--- config.mk ---
export PLATFORM = sky130hd
export DESIGN_NAME = mem_port_arbiter
export DESIGN_NICKNAME = d
export VERILOG_FILES = /design/src/rtl/mem_port_arbiter.sv
export SDC_FILE = /design/constraint.sdc
export NUM_CORES = 1
export LEC_CHECK = 0
export CAP_MARGIN = 15
export CORE_MARGIN = 4
export CORE_UTILIZATION = 36
export CTS_CLUSTER_DIAMETER = 80
export CTS_CLUSTER_SIZE = 10
export DETAILED_ROUTE_END_ITERATION = 10
export PLACE_DENSITY = 0.86
export SLEW_MARGIN = 10
export SYNTH_ARGS = -nofsm -noshare
export SYNTH_HDL_FRONTEND = slang
export SYNTH_SLANG_ARGS = --single-unit
export TNS_END_PERCENT = 1
--- constraint.sdc ---
create_clock -name CLK -period 2.4 [get_ports CLK]
set_input_delay 0.6 -clock CLK [delete_from_list [all_inputs] [get_ports CLK]]
set_output_delay 0.6 -clock CLK [all_outputs]
set_load 0.02 [all_outputs]
--- src/rtl/mem_port_arbiter.sv ---
// Two-requester arbiter for the unified memory port: MEM-stage data accesses win over IF fetches,
// grants are held until M_ACK, and a watchdog forces completion if memory never answers.
module mem_port_arbiter #(
    parameter int TIMEOUT = 255,
    parameter int CNT_W   = 8
) (
    input  logic        CLK,
    input  logic        RESET,
    input  logic        I_READ,
    input  logic [31:0] I_ADDR,
    output logic [31:0] I_READDATA,
    output logic        I_BUSYWAIT,
    input  logic        D_READ,
    input  logic        D_WRITE,
    input  logic [31:0] D_ADDR,
    input  logic [31:0] D_WRITEDATA,
    input  logic [2:0]  D_FUNCT3,
    output logic [31:0] D_READDATA,
    output logic        D_BUSYWAIT,
    output logic        M_READ,
    output logic        M_WRITE,
    output logic [31:0] M_ADDR,
    output logic [31:0] M_WRITEDATA,
    output logic [2:0]  M_FUNCT3,
    input  logic [31:0] M_READDATA,
    input  logic        M_ACK,
    output logic        TIMEOUT_ERR
);

    localparam logic [1:0] IDLE  = 2'd0;
    localparam logic [1:0] GNT_I = 2'd1;
    localparam logic [1:0] GNT_D = 2'd2;

    localparam logic [CNT_W-1:0] WD_LAST = (TIMEOUT == 0) ? '0 : CNT_W'(TIMEOUT - 1);

    logic [1:0]       state;
    logic [1:0]       state_next;
    logic [CNT_W-1:0] wd_cnt;
    logic             d_wr_q;
    logic [31:0]      i_data_q;
    logic [31:0]      d_data_q;
    logic             err_q;

    logic             d_req;
    logic             in_grant;
    logic             wd_expire;
    logic             done;
    logic             i_done;
    logic             d_done;
    logic [31:0]      result;

    assign d_req     = D_READ | D_WRITE;
    assign in_grant  = (state == GNT_I) || (state == GNT_D);
    assign wd_expire = (TIMEOUT != 0) && in_grant && (wd_cnt == WD_LAST) && !M_ACK;
    assign done      = in_grant && (M_ACK || wd_expire);
    assign i_done    = (state == GNT_I) && done;
    assign d_done    = (state == GNT_D) && done;
    // A watchdog-forced completion must never hand stale bus data to the pipeline.
    assign result    = wd_expire ? 32'h0 : M_READDATA;

    // At a completion edge the served side is skipped so contention alternates.
    always_comb begin
        state_next = state;
        case (state)
            IDLE: begin
                if (d_req)       state_next = GNT_D;
                else if (I_READ) state_next = GNT_I;
            end
            GNT_I: begin
                if (done) state_next = d_req ? GNT_D : IDLE;
            end
            GNT_D: begin
                if (done) state_next = I_READ ? GNT_I : IDLE;
            end
            default: state_next = IDLE;
        endcase
    end

    always_ff @(posedge CLK) begin
        if (RESET) begin
            state    <= IDLE;
            wd_cnt   <= '0;
            d_wr_q   <= 1'b0;
            i_data_q <= 32'h0;
            d_data_q <= 32'h0;
            err_q    <= 1'b0;
        end else begin
            state <= state_next;
            if (!in_grant || done) wd_cnt <= '0;
            else                   wd_cnt <= wd_cnt + 1'b1;
            // Latch the data op kind on grant so the strobes depend only on registered state.
            if ((state_next == GNT_D) && (state != GNT_D)) d_wr_q <= D_WRITE;
            if (i_done)    i_data_q <= result;
            if (d_done)    d_data_q <= result;
            if (wd_expire) err_q    <= 1'b1;
        end
    end

    always_comb begin
        M_READ      = 1'b0;
        M_WRITE     = 1'b0;
        M_ADDR      = 32'h0;
        M_WRITEDATA = 32'h0;
        M_FUNCT3    = 3'b000;
        case (state)
            GNT_I: begin
                M_READ   = 1'b1;
                M_ADDR   = I_ADDR;
                M_FUNCT3 = 3'b010;
            end
            GNT_D: begin
                M_READ      = !d_wr_q;
                M_WRITE     = d_wr_q;
                M_ADDR      = D_ADDR;
                M_WRITEDATA = D_WRITEDATA;
                M_FUNCT3    = D_FUNCT3;
            end
            default: ;
        endcase
    end

    assign I_BUSYWAIT  = I_READ && !i_done;
    assign D_BUSYWAIT  = d_req && !d_done;
    assign I_READDATA  = i_done ? result : i_data_q;
    assign D_READDATA  = d_done ? result : d_data_q;
    assign TIMEOUT_ERR = err_q;

endmodule

==> flow_summary.yaml <==
worst_setup_path:
  critPathMaxStageDelay_ns: 0.35
  arrival_ns: 2.15
  path_delay_family: "buffers and inverters"
  r2r_start: "state[0]"
  startpoint: "state[1]"
  r2r_end: "d_wr_q"
  cp_num_buf_inv: 4
  worstSetupStartpointType: "register"
  critPathRequiredTime_ns: 1.80
  crit_chain: "inv_2 -> ha_4 -> nand4_1 -> o21bai_4 -> buf_6 -> nand2_8 -> clkbuf_16 -> a32o_2 -> buf_6"
  endpoint: "D_READDATA[23]"
  cp_max_fo: 7
  crit_slowest_cell: "dfxtp_2"
  crit_cells: 9
  r2r_cells: 10
  endpoint_kind: "output pin"
  cp_common_cell: "buf_6"
  criticalPathCategory: "register to output pin"
  r2r_slack_ns: 0.43
yosys:
  syn-instance-count: 418
  synth_nets: 561
  synth_cell_types: 33
  synthAdderAreaFrac_pct: 1.91
  ys_warn_count: 0
  synth_area_per_cell_sq_um: 9.42
  synth_mux_area_share_pct: 0.509
  yosysSeqAreaShare_pct: 38.7
  synth_area_sq_um: 3940
  synthXorXnorAreaFrac_pct: 1.34
  synth_compound_area_share_pct: 24.7
  yosys.area_share.simple_pct: 26.8
  synth_top_area_cell: "dfxtp_1"
  ys_dominant_reg_cell: "dfxtp_1"
  async_flop_share_pct: 0
  synth_edf_count: 0
  synth_top_area_share_pct: 38.7
  ys_top_cells_by_area: "dfxtp_1 39%, a32o_1 17%, nor2b_1 16%"
  ys_ff_latch: 76
  synth_top_family_by_area: "simple AND/OR/NAND/NOR gates"
timing:
  worst_slew_pin_slew_ns: 0.508
  setup_viol: 97
  hold_viol_final: 0
  setup_ws_ns: -0.348
  min_period_ns: 2.75
  whs_ns: 0.516
  skew_ns: 0.0138
  max_freq_ghz: 0.364
  grt_setup_unrepaired: "true"
  slew_violations: 0
  slew_headroom_pct: 66.2
  finalCritPeriodShare_pct: 114
cts:
  cts_buffer_depth: 2
  clkLatencyLatePin_ns: 0.36
  clockRootBuffer: "clkbuf_8"
  clk_pin_slew_ns: 0.09
  h-tree-depth: 3
  numCtsBuffers: 9
  cts_tree: "done"
  cts_sinks: 76
power:
  leakage_nw: 3.26
  p_sw_share_pct: 31.4
  power_per_cell_area_nw_per_um2: 474
  worst_ir_drop_vdd_uv: 348
  internal-power_mw: 2.39
  switchingPower_mw: 1.09
  pwr-share-comb_pct: 33.4
  seqPwrFrac_pct: 37.3
  power.share.clock_pct: 29.4
  p_total_mw: 3.48
route:
  wl_per_cell_um: 21.2
  detail-route-antenna-nets: 0
  vias_per_cell: 5.34
  first_pass_iters: 5
  routed_wl_um: 18000
  drtIter0Drc: 327
  num_vias: 4519
  drc: 0
global_routing:
  grt_pass1_vias: 4581
  antenna_found_initial: 2
  grt_max_degree: 51
  grt_overflow: 0
  track_usage_pct: 26.5
  grt_pass1_wl_um: 26500
placed_design:
  place_area_sq_um: 7000
  port_buffers: 272
  place_congestion: 0.971
  dp_hpwl_um: 12800
run_status:
  violations: "negative setup slack"
  status: "finished with violations"
worst_hold_path:
  min_from: "d_wr_q"
  hp-class: "register to register"
finish:
  final_common_cell: "clkdlybuf4s50_1"
  drive_gt1_share_pct: 39.4
  diodes: 0
  nNetsFinal: 849
  nFillCells: 775
  final_cell_mix: "135 x clkdlybuf4s50_1, 96 x nor2b_1, 74 x dfxtp_1"
  final_cell_area_sq_um: 7350
  area_delta_synth_final_pct: 86.6
floorplan:
  dieArea_sq_um: 12700
  start_util_pct: 37.5
  io_pins: 273
  die_h_um: 113
  num_rows: 37
  die_w_um: 113
  coreArea_sq_um: 10500
run:
  drv_cap: 0
==> cells by family (layout without fill, tap and decap cells) <==
| kind of cell | count (synthesis) | in the layout |
|---|---|---|
| buf+inv | 49 | 342 |
| xor+xnor | 6 | 6 |
| simple gates | 172 | 172 |
| compound gates | 107 | 107 |
| fa+ha+maj | 6 | 6 |
| flops | 76 | 76 |
| mux | 2 | 2 |
==> power groups by stage <==
stage          Sequential [mW]  Combinational [mW]  Clock (mW)
3_5_place_dp              1.32                1.11           0
4_1_cts                   1.30                1.10        1.03
3_3_place_gp              1.32                1.10           0
2_1_floorplan             1.32               0.496           0
5_1_grt                   1.30                1.23        1.09
6_report                  1.30                1.16        1.02
==> per-layer routing <==
metal	track usage [%]	wire, um
met5	0	21
met4	9.46	581
met2	45.6	9050
met3	7.71	1510
met1	31.3	6810
==> per-stage QoR <==
stage	cells	utilization, %	TNS (ns)	setup WS, ns
after global placement	821	66.7	-21.42	-0.307
after global routing	847	69.9	-30.24	-0.430
final	847	69.9	-21.98	-0.348
after floorplan	418	-	0	0.189
after detailed placement	821	66.7	-25.18	-0.367
after CTS	846	67.4	-22.27	-0.338
==> how the worst min path moves through the flow <==
stage / end / slack, ns / cells after the start
floorplan: wd_cnt[0] / 0.44 / 1
global placement: TIMEOUT_ERR / 0.46 / 2
detailed placement: TIMEOUT_ERR / 0.48 / 2
CTS: d_wr_q / 0.51 / 2
global route: TIMEOUT_ERR / 0.56 / 2
finish: d_wr_q / 0.52 / 2
==> synth_stat cells (3+ instances only) <==
cell type and number:
a22oi_1 33, dfxtp_1 76, ha_1 6, nor3_1 3, a32o_1 65, buf_6 6, inv_1 4, nand3_1 3
and2_1 39, nor2_1 15, buf_2 9, clkbuf_1 29, xnor2_1 4, nor2b_1 98
==> layout make-up <==
| type | count | area, sq um | area share (%) |
|---|---|---|---|
| inverter | 4 | 15.0 | 0.204 |
| sequential | 76 | 1520 | 20.7 |
| clock buffer | 9 | 124 | 1.69 |
| clock inverter | 7 | 80.1 | 1.09 |
| multi-input combinational | 293 | 2380 | 32.4 |
| tap | 136 | 170 | 2.32 |
| timing repair buffer | 322 | 3050 | 41.6 |
==> tightest hold or removal path, cell delays in order, from the launching register on <==
cell      delay, ns
dfxtp_1        0.34
nand2b_1       0.07
mux2i_1        0.06
==> state kept, by name (all words and copies together), names as in the netlist <==
signal and flops:
i_data_q 32, d_data_q 32, d_wr_q 1, wd_cnt 8, TIMEOUT_ERR 1, state 2
==> repair_timing <==
| action | in CTS | in global routing |
|---|---|---|
| cloned | 4 | 1 |
| resized for setup | 659 | 87 |
| pin swaps | 3 | 3 |
| setup endpoints to repair | 135 | 109 |
| setup buffers | 5 | 0 |
| hold buffers | 0 | 0 |
(Power assumes the default switching activity.)
